==> src/rtl/operand_fetch.sv <==
// operand_fetch: register file plus a 1-entry operand output register that
// feeds the shifter/ALU stage. A write port updates the registers every cycle,
// independent of the handshake. A fetch request reads two registers and
// latches them, together with a 2-bit shift code, behind a valid/ready
// output register.
//
// Optional feature macro: WRITE_BYPASS_EN
//   When it is defined, a write that lands in the same cycle as an accepted
//   request, and that targets rn_a or rn_b, forwards data_in into the
//   captured operand.
//   When it is undefined, the captured operand is the value the register held
//   before the write.
module operand_fetch #(
  parameter int DATA_W = 16,
  parameter int NREGS  = 8,
  parameter int AW     = (NREGS > 1) ? $clog2(NREGS) : 1
) (
  input  logic              clk,
  input  logic              reset,
  // writeback port
  input  logic              write,
  input  logic [AW-1:0]     writenum,
  input  logic [DATA_W-1:0] data_in,
  // fetch request
  input  logic              req_valid,
  output logic              req_ready,
  input  logic [AW-1:0]     rn_a,
  input  logic [AW-1:0]     rn_b,
  input  logic [1:0]        shift_in,
  // operand set to the shifter stage
  output logic              out_valid,
  input  logic              out_ready,
  output logic [DATA_W-1:0] a_out,
  output logic [DATA_W-1:0] b_out,
  output logic [1:0]        shift_out
);

  typedef enum logic {
    EMPTY = 1'b0,
    FULL  = 1'b1
  } state_t;

  state_t            state_reg, state_next;
  logic [DATA_W-1:0] a_reg, a_next;
  logic [DATA_W-1:0] b_reg, b_next;
  logic [1:0]        shift_reg, shift_next;

  logic [DATA_W-1:0] regs [NREGS];
  logic [DATA_W-1:0] rd_a, rd_b;
  logic [DATA_W-1:0] op_a, op_b;
  logic              accept, drain;

  // Register file. Every register is cleared by reset, so each one is built
  // as its own flop bank rather than as an inferred RAM. A writenum that is
  // out of range (possible only when NREGS is not a power of 2) matches no
  // bank, so that write is dropped.
  genvar gi;
  generate
    for (gi = 0; gi < NREGS; gi++) begin : g_reg
      logic [DATA_W-1:0] r_reg;
      logic              wr_en;

      assign wr_en = write && (writenum == AW'(gi));

      // One register: cleared by reset, loaded on a matching write.
      always_ff @(posedge clk or posedge reset) begin
        if (reset) begin
          r_reg <= '0;
        end else if (wr_en) begin
          r_reg <= data_in;
        end
      end

      assign regs[gi] = r_reg;
    end
  endgenerate

  // Read both operand ports from the registered state. An out-of-range
  // register number reads as zero.
  always_comb begin
    rd_a = '0;
    rd_b = '0;
    for (int i = 0; i < NREGS; i++) begin
      if (rn_a == AW'(i)) rd_a = regs[i];
      if (rn_b == AW'(i)) rd_b = regs[i];
    end
  end

`ifdef WRITE_BYPASS_EN
  logic wr_in_range;
  assign wr_in_range = write && ({1'b0, writenum} < (AW+1)'(NREGS));

  // Forward the write data into an operand whose register is being written
  // in this same cycle.
  always_comb begin
    op_a = rd_a;
    op_b = rd_b;
    if (wr_in_range && (writenum == rn_a)) op_a = data_in;
    if (wr_in_range && (writenum == rn_b)) op_b = data_in;
  end
`else
  // No forwarding: operands are the values held before this cycle's write.
  assign op_a = rd_a;
  assign op_b = rd_b;
`endif

  // Handshake. A full output register can take a new set in the same cycle
  // that the downstream stage consumes the current one.
  assign out_valid = (state_reg == FULL);
  assign req_ready = ~out_valid | out_ready;
  assign accept    = req_valid & req_ready;
  assign drain     = out_valid & out_ready;

  // Next state and operand capture for the output register.
  always_comb begin
    state_next = state_reg;
    a_next     = a_reg;
    b_next     = b_reg;
    shift_next = shift_reg;

    case (state_reg)
      EMPTY: begin
        if (accept) state_next = FULL;
      end
      FULL: begin
        if (drain && !accept) state_next = EMPTY;
      end
      default: state_next = EMPTY;
    endcase

    if (accept) begin
      a_next     = op_a;
      b_next     = op_b;
      shift_next = shift_in;
    end
  end

  // State and operand registers. Reset clears them at once, even in the
  // middle of a transfer.
  always_ff @(posedge clk or posedge reset) begin
    if (reset) begin
      state_reg <= EMPTY;
      a_reg     <= '0;
      b_reg     <= '0;
      shift_reg <= 2'b00;
    end else begin
      state_reg <= state_next;
      a_reg     <= a_next;
      b_reg     <= b_next;
      shift_reg <= shift_next;
    end
  end

  assign a_out     = a_reg;
  assign b_out     = b_reg;
  assign shift_out = shift_reg;

endmodule

==> config.mk <==
export PLATFORM = sky130hd
export DESIGN_NAME = operand_fetch
export DESIGN_NICKNAME = d
export VERILOG_FILES = /design/src/rtl/operand_fetch.sv
export SDC_FILE = /design/constraint.sdc
export NUM_CORES = 1
export LEC_CHECK = 0
export ABC_AREA = 0
export ABC_CLOCK_PERIOD_IN_PS = 16100
export CAP_MARGIN = 20
export CORE_MARGIN = 8
export CORE_UTILIZATION = 40
export DETAILED_ROUTE_END_ITERATION = 10
export DONT_BUFFER_PORTS = 1
export GPL_TIMING_DRIVEN = 0
export PLACE_DENSITY = 0.53
export SYNTH_ARGS = -nofsm -noshare
export SYNTH_HDL_FRONTEND = slang
export SYNTH_SLANG_ARGS = --single-unit
==> constraint.sdc <==
create_clock -name clk -period 16.1 [get_ports clk]
set_input_delay 2.415 -clock clk [delete_from_list [all_inputs] [get_ports clk]]
set_output_delay 2.415 -clock clk [all_outputs]
set_load 0.01 [all_outputs]
### After elaboration in Yosys (flattened, before gate mapping)

Cells that the tools add are included.

* bitwise logic cells: 4
* equality and inequality tests: 21
* reduce and logical (&&, ||, !) cells: 13
* mux-type cells: 19

Operator list (number)
* two-way mux 16 bit: 16
* equality test 3 bit (second input constant): 12
* equality test 3 x 2 -> 1 bit (second input constant): 6
* equality test 3 x 1 -> 1 bit (second input constant): 3
* logical AND 1 bit: 9
* zero test 3 bit: 3
* bitwise AND 1 bit: 2
* two-way mux 1 bit: 2
* case mux 1 bit (2 select lines): 1
* zero test 1 bit: 1
* inverter 1 bit: 1
* OR 1 bit: 1

* register bits: 163
* output and inout port bits: 36
* word-level logic and storage cells: 69

### Longest topological paths before layout

* depth after elaboration: 9
* gate-level depth with buffers: 7
* mapped depth without buffers: 4

### Worst setup path before layout

OpenSTA, ideal clock, no wires.

* kind: input -> output
* from: input out_ready
* to: output req_ready
* stages on the path: 1
* path slack: 11.055 ns
* buffers on the path: 0
* required time: 13.685 ns
* data arrival time: 2.630 ns
* path through: nand2b_1

* word-level cells in the longest chain between the ends: 1

RTL lines
* start, declared: RTL line 32 `input logic out_ready,`
* OR 1 bit: RTL line 110 `assign req_ready = ~out_valid | out_ready;`
* end, declared: RTL line 26 `output logic req_ready,`

Every way passes these cells.

### Worst setup path in the final report

Same ends and word-level chain as after synthesis.

==> results by group <==
Run status
  – Status: completed

Critical path
  – Arr. time, crit path: between 2 and 3 ns
  – Crit path depth: 1
  – Critical Path Start Type: input port
  – Worst r2r dst: b_out[2]$_DFFE_PP0P_
  – CP Capture Point: req_ready
  – Worst r2r src: out_valid$_DFF_PP0_
  – Worst-path cell chain: nand2b_1
  – Critical Path End Type: output pin
  – Crit path max-delay family: simple AND/OR/NAND/NOR gates
  – R2r setup slk: approximately 14 ns
  – Buffers & Inverters on Critical Path: 0
  – Slowest cell on the critical path: nand2b_1
  – Largest stage delay on the critical path: between 0.2 and 0.3 ns
  – Crit path required time: between 10 and 15 ns
  – R2R depth: 5
  – CP startpoint: out_ready
  – CP Max Fanout: 6
  – CP Class: in2out

Power
  – Share of power burned in registers: a little under half
  – Psw: ~0.00036 W
  – Design internal power: around 0.00087 W
  – Static leakage: around 3.9 nW
  – Worst VDD drop: around 73 uV
  – Switching portion of total power: 29.1%
  – Clock network power share: around a third
  – Logic gate share of total power: between 10% and 20%
  – Power per cell area: about 130 mW/mm2

Finish
  – Sequential Area: approximately 0.0041 mm2
  – Max FFs per register: about 130
  – Layout cells sized above 1: roughly a quarter
  – N_diodes: 0
  – Multi-input gate area: 0.00376 mm2
  – Layout Nets: 806
  – FILL cells: 1853
  – Finished Layout Cells: around 1100
  – Area Overhead vs Synth: 12.1%

Yosys
  – Netlist Area Pre-Place: 0.00825 mm2
  – Most area-consuming cells after synthesis: dfrtp_1 (49%), mux2_2 (16%), o22ai_1 (4.4%), o21ai_0 (4.2%), a21oi_1 (3.8%)
  – Yosys top cell by area: dfrtp_1
  – Post-synth top cells: dfrtp_1 (163), mux2_2 (118), o21ai_0 (69)
  – Main synth FF type: dfrtp_1
  – Post-synth EDFFs: 0
  – Ys Warns: 0
  – Synth cell types: 34
  – Seq/Total Area, Yosys: about half
  – Fraction of registers with async set/reset: 100%
  – Top-area cell type share of the netlist area: approximately 49%
  – Synth Instances: approximately 750
  – Top-count cell post-synth: dfrtp_1
  – Yosys reg bits: 163
  – Avg Cell Area, Syn: approximately 11 um2
  – Syn nets: 786

GRT
  – First-pass GRT wire length: ~41 mm
  – GRT Overall Usage: a little over a fifth
  – Gr ovfl total: 0
  – Initial antenna violation count: 0
  – Largest net degree at the start of global routing: approximately 130
  – Number of global-route vias before repair: approximately 6800

Floorplanning
  – Starting density of the core: between 40% and 50%
  – Die span in x: 160 um
  – Die area: between 0.02 and 0.03 mm2
  – Die height: roughly 160 um
  – Top-level I/O count: about 70
  – Row count: 52
  – Core footprint: 0.0202 mm2

Clock network
  – CTS resizes: 0
  – CTS tree: done
  – CTS Buf Count: 17
  – Clock buffer depth: 2
  – Setup repair bufs after CTS: 0
  – Number of H-tree levels: 4
  – Clk root buf: clkbuf_16
  – CTS sink count: between 150 and 200
  – Clock latency on the worst-skew pair: around 0.43 ns
  – Worst-path clk slew: about 0.06 ns
  – CTS Hold Bufs: 0

STA
  – Slew margin rel.: between 30% and 40%
  – Crit path time final: slightly above 5 ns
  – Final Hold Viols: 0
  – Setup violators final: 0
  – Crit share post-route: 31.7%
  – RSZ-0062 raised after global routing: no
  – Hold Worst Slack: 0.534 ns
  – Setup TNS Final: 0 ns
  – Maximum clock rate: between 0.15 and 0.2 GHz
  – Actual slew at the worst max-slew pin: 0.931 ns
  – Setup Skew: ~0.0084 ns
  – Max-slew violations: 0

Routing
  – Vias/cell: between 6 and 7
  – DRC violation count after routing: 0
  – Via count: roughly 6500
  – DRT Pass-1 Iters: 6
  – Avg WL per Cell: 25.7 um
  – Routed WL: between 20 and 30 mm
  – Detail Route Antenna Nets: 0
  – Drt initial violations: 666

Placed design
  – IO Port Bufs: 0
  – DP HPWL: 18.7 mm
  – Inst Count DP: just over 1000
  – RePlAce Congestion: ~0.89

Hold path
  – Hold Path Class: reg2reg
  – Hold path depth: 1

Run
  – Max-cap violations: 0
==> layout by cell type, fill, tap and decap left out, drive strengths merged, types with 2 or more instances in the layout <==
master | Yosys | final
a21oi | 62 | 62
a221oi | 19 | 19
a22o | 26 | 26
a31oi | 13 | 13
and2 | 3 | 3
and3 | 2 | 2
buf | 47 | 48
bufinv | 0 | 4
clkbuf | 16 | 36
clkinv | 0 | 3
clkinvlp | 0 | 3
dfrtp | 163 | 163
inv | 18 | 20
mux2 | 118 | 118
mux2i | 30 | 30
mux4 | 2 | 2
nand2 | 45 | 45
nand2b | 6 | 6
nand3 | 3 | 3
nand4b | 3 | 3
nor2 | 34 | 34
nor2b | 4 | 4
nor3 | 3 | 3
nor3b | 2 | 2
o21ai | 71 | 71
o22ai | 58 | 58
o2bb2ai | 4 | 4
==> through the flow <==
stage | setup WS (ns) | utilization, % | cell area, um2 | total power (W)
floorplan | 9.28 | - | 8250 | 0.000730
global placement | 7.56 | 42.4 | 8590 | 0.000789
detailed placement | 11.00 | 42.6 | 8620 | 0.000801
CTS | 11.00 | 45.7 | 9250 | 0.00123
global route | 10.98 | 45.7 | 9250 | 0.00129
finish | 11.00 | 45.7 | 9250 | 0.00123
==> how the worst min path moves through the flow <==
| stage | slack (ns) | from | to |
|---|---|---|---|
| 6_report | 0.53 | g_reg[5].r_reg[10]$_DFFE_PP0P_ | g_reg[5].r_reg[10]$_DFFE_PP0P_ |
| 3_3_place_gp | 0.50 | g_reg[6].r_reg[15]$_DFFE_PP0P_ | g_reg[6].r_reg[15]$_DFFE_PP0P_ |
| 4_1_cts | 0.54 | g_reg[0].r_reg[10]$_DFFE_PP0P_ | g_reg[0].r_reg[10]$_DFFE_PP0P_ |
| 3_5_place_dp | 0.52 | g_reg[0].r_reg[5]$_DFFE_PP0P_ | g_reg[0].r_reg[5]$_DFFE_PP0P_ |
| 2_1_floorplan | 0.49 | g_reg[6].r_reg[15]$_DFFE_PP0P_ | g_reg[6].r_reg[15]$_DFFE_PP0P_ |
| 5_1_grt | 0.54 | g_reg[6].r_reg[6]$_DFFE_PP0P_ | g_reg[6].r_reg[6]$_DFFE_PP0P_ |
==> power by group through the flow <==
stage | Combinational (W) | Clock [W] | Sequential, W
2_1_floorplan | 0.000170 | 0 | 0.000560
3_3_place_gp | 0.000208 | 0 | 0.000581
3_5_place_dp | 0.000215 | 0 | 0.000586
4_1_cts | 0.000217 | 0.000439 | 0.000578
5_1_grt | 0.000238 | 0.000459 | 0.000591
6_report | 0.000218 | 0.000434 | 0.000580
==> kinds of logic (layout without fill, tap and decap cells) <==
family	after synthesis	after routing	synth area share, %
AOI/OAI and AO/OA	254	254	18.7
buffers and inverters	81	114	4.97
DFF	163	163	49.4
muxes	150	150	20.3
and+or+nand+nor	106	106	6.54
==> routing by layer <==
layer	GRT usage [%]	share of wire (%)	wire length (um)	up-vias
met4	10.5	4.0	1090	0
met5	0	0	0	-
met2	33.5	46	12500	320
met1	26.6	41	11100	3232
met3	6.26	8.8	2400	71
li1	-	-	-	2843
==> worst reg2reg max path, cell delays in order (launching register included) <==
cell and delay (ns):
dfrtp_1 0.40, nand2b_1 0.22, nand2_1 0.23, buf_1 0.72, a221oi_1 0.13, a21oi_1 0.23
==> area by class of cell <==
type / count / area share (%)
Buffer: 63 / 3.71
Clock buffer: 20 / 4.83
Clock inverter: 12 / 1.93
Inverter: 18 / 0.812
Multi-Input combinational cell: 510 / 40.7
Sequential cell: 163 / 44.1
Tap cell: 270 / 3.65
Timing Repair Buffer: 1 / 0.298
Power figures use the tool's default switching activity.
